===== config.mk =====
export PLATFORM = sky130hd
export DESIGN_NAME = mnacidpro_valve_sequencer
export DESIGN_NICKNAME = d
export VERILOG_FILES = /design/src/rtl/mnacidpro_pkg.sv /design/src/rtl/mnacidpro_pump_phase_gen.sv /design/src/rtl/mnacidpro_valve_sequencer.sv
export SDC_FILE = /design/constraint.sdc
export NUM_CORES = 1
export LEC_CHECK = 0
export ABC_AREA = 0
export ABC_CLOCK_PERIOD_IN_PS = 3850
export CORE_MARGIN = 8
export CORE_UTILIZATION = 45
export DETAILED_ROUTE_END_ITERATION = 8
export GPL_TIMING_DRIVEN = 0
export PLACE_DENSITY = 0.68
export SLEW_MARGIN = 20
export SYNTH_ARGS = -nofsm -noshare
export SYNTH_HDL_FRONTEND = slang
export SYNTH_SLANG_ARGS = --single-unit

===== constraint.sdc =====
create_clock -name clk_i -period 3.85 [get_ports clk_i]
set_input_delay 1.155 -clock clk_i [delete_from_list [all_inputs] [get_ports clk_i]]
set_output_delay 1.155 -clock clk_i [all_outputs]
set_load 0.1 [all_outputs]

===== src/rtl/mnacidpro_pkg.sv =====
// Shared constants, state encoding and pump phase table for the mnacidpro valve sequencer.
package mnacidpro_pkg;

  localparam int unsigned NUM_VALVES     = 13;
  localparam int unsigned NUM_PUMP       = 3;
  localparam int unsigned NUM_PHASES     = 6;
  localparam int unsigned PUMP_VALVE_IDX = 6;

  localparam logic [NUM_VALVES-1:0] ALL_CLOSED_V = 13'h1FFF;
  localparam logic [NUM_PUMP-1:0]   ALL_CLOSED_P = 3'b111;

  typedef enum logic [1:0] {
    StIdle,
    StOpen,
    StRun,
    StClose
  } seq_state_e;

  // Closed pattern per phase, packed as {p3,p2,p1}; 1 = pressurised = closed.
  function automatic logic [NUM_PUMP-1:0] pump_pattern(input logic [2:0] phase);
    logic [NUM_PUMP-1:0] pat;
    case (phase)
      3'd0:    pat = 3'b001;
      3'd1:    pat = 3'b011;
      3'd2:    pat = 3'b010;
      3'd3:    pat = 3'b110;
      3'd4:    pat = 3'b100;
      3'd5:    pat = 3'b101;
      default: pat = ALL_CLOSED_P;
    endcase
    return pat;
  endfunction

endpackage


===== src/rtl/mnacidpro_pump_phase_gen.sv =====
// Peristaltic pump phase walker: advances one phase per step tick, flags each full cycle.
module mnacidpro_pump_phase_gen
  import mnacidpro_pkg::*;
(
  input  logic                clk_i,
  input  logic                rst_i,
  input  logic                en_i,
  input  logic                tick_i,
  output logic [NUM_PUMP-1:0] pump_ctl_o,
  output logic                cycle_done_o
);

  logic [2:0]          phase_q, phase_d;
  logic [NUM_PUMP-1:0] pat_q, pat_d;

  assign cycle_done_o = tick_i && (phase_q == 3'(NUM_PHASES - 1));

  always_comb begin
    phase_d = phase_q;
    if (!en_i) begin
      phase_d = 3'd0;
    end else if (tick_i) begin
      phase_d = (phase_q == 3'(NUM_PHASES - 1)) ? 3'd0 : phase_q + 3'd1;
    end
    // en_i reflects the next state, so the pattern lands on the first RUN cycle.
    pat_d = en_i ? pump_pattern(phase_d) : ALL_CLOSED_P;
  end

  always_ff @(posedge clk_i or posedge rst_i) begin
    if (rst_i) begin
      phase_q <= 3'd0;
      pat_q   <= ALL_CLOSED_P;
    end else begin
      phase_q <= phase_d;
      pat_q   <= pat_d;
    end
  end

  assign pump_ctl_o = pat_q;

endmodule


===== src/rtl/mnacidpro_valve_sequencer.sv =====
// Command-driven valve/pump sequencer: OPEN settle, optional pump or hold RUN, CLOSE settle.
module mnacidpro_valve_sequencer
  import mnacidpro_pkg::*;
#(
  parameter int unsigned SETTLE_CYCLES = 16,
  parameter int unsigned STEP_CYCLES   = 1000,
  parameter int unsigned CNT_W         = 16
) (
  input  logic                  clk_i,
  input  logic                  rst_i,
  input  logic                  cmd_valid_i,
  output logic                  cmd_ready_o,
  input  logic [NUM_VALVES-1:0] cmd_open_mask_i,
  input  logic                  cmd_pump_en_i,
  input  logic [CNT_W-1:0]      cmd_count_i,
  input  logic                  abort_i,
  output logic [NUM_VALVES-1:0] valve_ctl_o,
  output logic [NUM_PUMP-1:0]   pump_ctl_o,
  output logic                  busy_o,
  output logic                  done_o,
  output logic                  aborted_o
);

  localparam int unsigned UnitW = CNT_W + 3;

  seq_state_e            state_q, state_d;
  logic [31:0]           tmr_q, tmr_d;
  logic [UnitW-1:0]      units_q, units_d;
  logic [NUM_VALVES-1:0] mask_q, mask_d;
  logic                  pump_en_q, pump_en_d;
  logic [CNT_W-1:0]      count_q, count_d;
  logic [NUM_VALVES-1:0] valve_q, valve_d;
  logic                  ready_q, ready_d;
  logic                  busy_q, busy_d;
  logic                  done_q, done_d;
  logic                  aborted_q, aborted_d;

  logic                  accept, step_tick, unit_evt, last_unit, settled, gen_en, cycle_done;
  logic [NUM_VALVES-1:0] open_v;

  assign step_tick = (state_q == StRun) && (tmr_q == STEP_CYCLES - 1);
  assign gen_en    = (state_d == StRun) && pump_en_q;

  mnacidpro_pump_phase_gen u_phase_gen (
    .clk_i        (clk_i),
    .rst_i        (rst_i),
    .en_i         (gen_en),
    .tick_i       (step_tick),
    .pump_ctl_o   (pump_ctl_o),
    .cycle_done_o (cycle_done)
  );

  always_comb begin
    accept    = (state_q == StIdle) && cmd_valid_i && ready_q && !abort_i;
    settled   = (tmr_q == SETTLE_CYCLES - 1);
    // A unit is one full pump cycle when pumping, otherwise one hold step.
    unit_evt  = pump_en_q ? cycle_done : step_tick;
    last_unit = unit_evt && (units_q + UnitW'(1) == UnitW'(count_q));

    state_d   = state_q;
    tmr_d     = tmr_q + 32'd1;
    units_d   = units_q;
    mask_d    = mask_q;
    pump_en_d = pump_en_q;
    count_d   = count_q;
    done_d    = 1'b0;
    aborted_d = 1'b0;

    unique case (state_q)
      StIdle: begin
        tmr_d   = '0;
        units_d = '0;
        if (accept) begin
          mask_d    = cmd_open_mask_i;
          pump_en_d = cmd_pump_en_i;
          count_d   = cmd_count_i;
          state_d   = StOpen;
        end
      end
      StOpen: begin
        if (settled) begin
          tmr_d   = '0;
          state_d = (count_q == '0) ? StClose : StRun;
        end
      end
      StRun: begin
        if (step_tick) tmr_d = '0;
        if (unit_evt && (units_q != '1)) units_d = units_q + UnitW'(1);
        if (last_unit) begin
          tmr_d   = '0;
          state_d = StClose;
        end
      end
      StClose: begin
        if (settled) begin
          tmr_d   = '0;
          done_d  = 1'b1;
          state_d = StIdle;
        end
      end
      default: state_d = StIdle;
    endcase

    // Abort skips the CLOSE settle and never produces done.
    if (abort_i && (state_q != StIdle)) begin
      state_d   = StIdle;
      tmr_d     = '0;
      done_d    = 1'b0;
      aborted_d = 1'b1;
    end

    open_v = ~mask_d;
    if (pump_en_d) open_v[PUMP_VALVE_IDX] = 1'b0;
    valve_d = ((state_d == StOpen) || (state_d == StRun)) ? open_v : ALL_CLOSED_V;
    busy_d  = (state_d != StIdle);
    ready_d = (state_d == StIdle) && !done_d && !aborted_d;
  end

  always_ff @(posedge clk_i or posedge rst_i) begin
    if (rst_i) begin
      state_q   <= StIdle;
      tmr_q     <= '0;
      units_q   <= '0;
      mask_q    <= '0;
      pump_en_q <= 1'b0;
      count_q   <= '0;
      valve_q   <= ALL_CLOSED_V;
      ready_q   <= 1'b1;
      busy_q    <= 1'b0;
      done_q    <= 1'b0;
      aborted_q <= 1'b0;
    end else begin
      state_q   <= state_d;
      tmr_q     <= tmr_d;
      units_q   <= units_d;
      mask_q    <= mask_d;
      pump_en_q <= pump_en_d;
      count_q   <= count_d;
      valve_q   <= valve_d;
      ready_q   <= ready_d;
      busy_q    <= busy_d;
      done_q    <= done_d;
      aborted_q <= aborted_d;
    end
  end

  assign valve_ctl_o = valve_q;
  assign cmd_ready_o = ready_q;
  assign busy_o      = busy_q;
  assign done_o      = done_q;
  assign aborted_o   = aborted_q;

endmodule


After elaboration in Yosys (flattened, before gate mapping)
Cells that the tools add are included.
Widths: inputs -> output; s select.
{ "classes": {"n_addsub": 3, "n_mux": 30, "n_eq_ne": 16, "n_reduce_logical": 25, "bitwise_logic": 1} }
{ "ops": {"columns": ["op", "n"], "rows": [
  ["$mux 32", 4],
  ["$pmux 32 s3", 1],
  ["$mux 13", 3],
  ["$pmux 19 s2", 1],
  ["$add 32x1->32 const B", 1],
  ["$eq 32x10->1 const B", 1],
  ["$eq 32x4->1 const B", 1],
  ["$add 19x1->19 const B", 1],
  ["$eq 19x16->1", 1],
  ["$mux 19", 1],
  ["$ne 19x19->1 const B", 1],
  ["$pmux 3 s6", 1],
  ["$logic_not 16->1", 1],
  ["$not 13->13", 1],
  ["$mux 3", 4],
  ["$logic_and 1x1->1", 11],
  ["$mux 2", 5],
  ["$eq 3x3->1 const B", 3],
  ["$mux 1", 9],
  ["$pmux 2 s4", 1],
  ["$eq 2x2->1 const B", 3],
  ["$eq 3x2->1 const B", 2],
  ["$reduce_bool 2->1", 3],
  ["$eq 2x1->1 const B", 2],
  ["9 further kinds", 13]
]} }
{ "word_totals": {"word_cells": 88, "input_bits": 34, "ff_bits": 106} }

Longest topological paths before layout
{ "depth": {"depth_word": 14, "ltp_mapped": 11} }

Cells and area by module
Synthesis repeated with hierarchy kept, for this count alone.
{ "hier_totals": {"hier_cells": 554, "area_unflattened_um2": 5631.7} }
{ "modules_own_cells": {"columns": ["mod", "seq_area_each_um2", "cells_each", "instances", "area_per_inst_um2"], "rows": [
  ["mnacidpro_valve_sequencer", 2519.9, 528, 1, 5305.1],
  ["mnacidpro_pump_phase_gen", 153.9, 26, 1, 326.6]
]} }

Least setup slack after synthesis
OpenSTA, ideal clock, no wires.
{ "synth_timing": {"path_kind": "input to register", "from": "input port abort_i", "to": "register valve_q[10] (netlist: valve_ctl_o[10])", "required_ns": 3.760, "path_slack_ns": 0.691, "setup_time_ns": 0.090, "arrival_ns": 3.069, "cell_stages": 8, "path_cell_list": "or4_1 > nor4_1 > nand4_1 > a2111oi_2 > a31oi_1 > ha_1 > clkbuf_1 > nand2_1"} }
{ "synth_via": {"elab_chain_len": 8, "word_cells_on_any_way": 13} }
{ "synth_lines": {"columns": ["element", "line", "rtl"], "rows": [
  ["from (decl)", "mnacidpro_valve_sequencer.sv:16", "input logic abort_i,"],
  ["$logic_not 1->1", "mnacidpro_valve_sequencer.sv:54", "accept = (state_q == StIdle) && cmd_valid_i && ready_q && !abort_i;"],
  ["$logic_and 1x1->1", "mnacidpro_valve_sequencer.sv:54", null],
  ["$mux 2", "mnacidpro_valve_sequencer.sv:73", "if (accept) begin"],
  ["$pmux 2 s4", "mnacidpro_valve_sequencer.sv:69", "unique case (state_q)"],
  ["$mux 2", "mnacidpro_valve_sequencer.sv:105", "if (abort_i && (state_q != StIdle)) begin"],
  ["$eq 2x1->1 or $eq 2x2->1 (tied branches)", "mnacidpro_valve_sequencer.sv:114", "valve_d = ((state_d == StOpen) || (state_d == StRun)) ? open_v : ALL_CLOSED_V;"],
  ["$logic_or 1x1->1", "mnacidpro_valve_sequencer.sv:114", null],
  ["$mux 13 *", "mnacidpro_valve_sequencer.sv:114", null],
  ["via valve_d[10]", "mnacidpro_valve_sequencer.sv:32", "logic [NUM_VALVES-1:0] valve_q, valve_d;"],
  ["to (signal assigned)", "mnacidpro_valve_sequencer.sv:139", "valve_q <= valve_d;"],
  ["to (decl)", "mnacidpro_valve_sequencer.sv:32", null]
]} }
Mark *: on every way through the listed nets, which the timed path passes. The rest lies on a longest branch.
A chain may end at the register's enable or synchronous reset.

Final worst setup path
{ "layout_timing": {"from": "input port abort_i", "to": "register valve_q[6] (netlist: valve_ctl_o[6])"} }
Same word-level chain as after synthesis.

==> flow_summary.json <==
{
  "cts_htree_levels": 3,
  "synth_top_family_by_area": "simple AND/OR/NAND/NOR gates",
  "rsz0062_at_grt": "no",
  "synth_seq_cells": 106,
  "tritoncts": "yes",
  "fin_nets": 611,
  "power_density_nw_per_um2": 464,
  "whs_ns": 0.482,
  "synth.distinct_cells": 55,
  "rows": 40,
  "grt_max_degree": 34,
  "final_layout_size_suffix_gt1_share_pct": 17.3,
  "gp_congestion": 0.855,
  "synth_area_um2": 5360,
  "path_cells": "clkdlybuf4s50_1, or4_1, nor4_1, nand4_1, a2111oi_2, a31oi_1, ha_2, o21ai_1",
  "die_width_um": 125,
  "grt_first_pass_wirelength_mm": 20.4,
  "fmax_ghz": 0.271,
  "vias_per_cell": 5.46,
  "drt-initial-drc-count": 317,
  "critPathLaunchType": "primary input",
  "yosys.area_share.simple_pct": 23.3,
  "setup_violations": 0,
  "synthArstFlopShare_pct": 100,
  "design.core.area_um2": 11800,
  "worstSetupEndpointType": "register",
  "status": "finished clean",
  "synth-xor-area-share_pct": 9.97,
  "synth_cells": 507,
  "post_cts_buffers": 0,
  "synthMuxAreaShare_pct": 7.07,
  "cp_max_fo": 13,
  "cp_slowest_cell": "clkdlybuf4s50_1",
  "skew_ns": 0.00866,
  "irDropWorstVdd_mv": 0.281,
  "hold_violations": 0,
  "antenna_found_initial": 0,
  "arrival_ns": 3.97,
  "ioPinCount": 54,
  "cap_violations": 0,
  "synth.yosys.seq_area_share_pct": 49.9,
  "dr.pass1.iters": 4,
  "routed_wl_mm": 12.0,
  "portBuffers": 53,
  "cts_made_buffers": 9,
  "reg2reg_slack_ns": 0.62,
  "dpl.cell_count": 710,
  "cts_buffer_depth": 2,
  "whs_path_depth": 1,
  "max_slew.worst_pin.slew_ns": 1.01,
  "gr-total-overflow": 0,
  "cts_hold_buf": 0,
  "slew_headroom_pct": 32.6,
  "numClockSinks": 106,
  "avgSynthCellArea_um2": 10.6,
  "drv_slew": 0,
  "detailedPlace.worstSlack_ns": -0.511,
  "fin_ws_ns": 0.160,
  "n_antenna_cell": 0,
  "synth-adder-area-share_pct": 0.934,
  "synth_compound_area_share_pct": 6.02,
  "power_mw": 2.99,
  "layout_min_cycle_time_ns": 3.69,
  "grt_use_total_pct": 16.1,
  "ys_warn_count": 0,
  "clk_latency_ns": 0.35,
  "drcViolationCount": 0,
  "ant_nets": 0,
  "die_area_um2": 15700,
  "place_hpwl_mm": 8.97,
  "clkSlewWorstSetupHoldPaths_ns": 0.08,
  "cts-root-buf": "clkbuf_16",
  "die_y_um": 125,
  "final.setup.tns_ns": 0,
  "first_global_vias": 4047,
  "via_count": 3960,
  "fin_cells": 725,
  "synth_nets": 545,
  "criticalPathCategory": "in -> reg",
  "finalCritPeriodShare_pct": 95.8,
  "rr_worst_depth": 9,
  "required_ns": 4.13,
  "p_leak_nw": 2.57,
  "routedWlPerCell_um": 16.6,
  "synth_flop_cell": "dfrtp_1",
  "hp-class": "reg -> reg",
  "start_util_pct": 45.4,
  "synth_edf_count": 0,
  "area_growth_pct": 20.2,
  "crit_path_max_incr_delay_ns": 0.56
}
flip-flops by register name, summed over array words and instances (netlist names):
name,count
aborted_o,1
busy_o,1
cmd_ready_o,1
count_q,16
done_o,1
mask_q,13
pump_en_q,1
state_q,2
tmr_q,32
u_phase_gen.phase_q,3
u_phase_gen.pump_ctl_o,3
units_q,19
valve_ctl_o,13
worst max-delay path: cells and delay by family:
kind	cells	cell delay (ns)
AOI/OAI and AO/OA	3	0.65
and+or+nand+nor	3	1.08
adders and majority gates	1	0.53
buffers and inverters	1	0.56
repair_timing:
| item | in CTS | in global routing |
|---|---|---|
| hold endpoints to repair | 0 | 0 |
| gates resized for setup | 0 | 1 |
| endpoints found under the setup margin | 10 | 13 |
Yosys cell counts, drive strengths merged (2+ instances only):
cell type	count	area [um^2]
or2	4	25.0
or4	3	22.5
dfrtp	89	2230
and3	12	75.1
mux2i	3	30.0
xor2	23	201
and4	5	43.8
ha	4	50.1
o31ai	5	37.5
clkbuf	2	7.51
a21oi	9	48.8
nand4	22	168
o211ai	2	15.0
nor4	18	191
nand2b	6	37.5
nand3	16	80.1
mux2	31	349
and2	3	18.8
dfstp	17	447
a2111oi	2	42.5
inv	16	60.1
and3b	2	17.5
buf	15	80.1
nor3	13	81.3
nand2	50	188
o21ai	23	115
nor2	59	221
xnor2	38	333
through the flow:
step	area, um^2	utilization [%]
6_report	6440	54.6
5_1_grt	6440	54.6
4_1_cts	6440	54.5
3_5_place_dp	6140	52.0
3_3_place_gp	6080	51.5
2_1_floorplan	5360	-
layout make-up:
class / instances / area [um^2]
Sequential cell: 106 / 2670
Inverter: 16 / 63.8
Fill cell: 1036 / 5370
Clock inverter: 7 / 75.1
Multi-Input combinational cell: 368 / 2540
Buffer: 16 / 83.8
Timing Repair Buffer: 56 / 598
Tap cell: 147 / 184
Clock buffer: 9 / 225
power breakdown:
group | internal [mW] | switching, mW
registers | 1.29 | 0.120
clock network | 0.463 | 0.461
logic | 0.280 | 0.378
cells in the final DEF (no fill, tap or decap), types with 4 or more instances in the layout:
cell type	n
inv_1	14
nand2b_1	6
o21ai_1	22
nor3_1	11
nand4_1	20
o31ai_1	5
buf_2	13
nand3_1	16
and3_1	12
xnor2_1	38
nand2_1	50
clkdlybuf4s50_1	53
a21oi_1	8
clkbuf_16	9
nor4_1	11
nor4_4	4
and4_1	5
dfrtp_1	89
xor2_1	23
nor2_1	59
dfstp_2	17
mux2_2	30
final timing paths:
kind                                 start              to
worst min-delay path              tmr_q[0]        tmr_q[0]
min in group asynchronous            rst_i       mask_q[0]
worst min register to register    tmr_q[0]        tmr_q[0]
worst max-delay path               abort_i  valve_ctl_o[6]
max in group asynchronous            rst_i  valve_ctl_o[9]
worst max register to register  units_q[0]  valve_ctl_o[6]
metal layers:
metal | track usage (%) | routed length, um | part of all wire (%)
met5 | 0 | 0 | 0
met4 | 5.73 | 197 | 1.6
met3 | 3.65 | 519 | 4.3
met2 | 27.5 | 6260 | 52
met1 | 19.5 | 5050 | 42
kinds of logic after synthesis:
family	after synthesis
compound gates	49
xor+xnor	61
fa+ha+maj	4
buf+inv	33
flops	106
mux	34
simple gates	220
(Power assumes the default switching activity.)
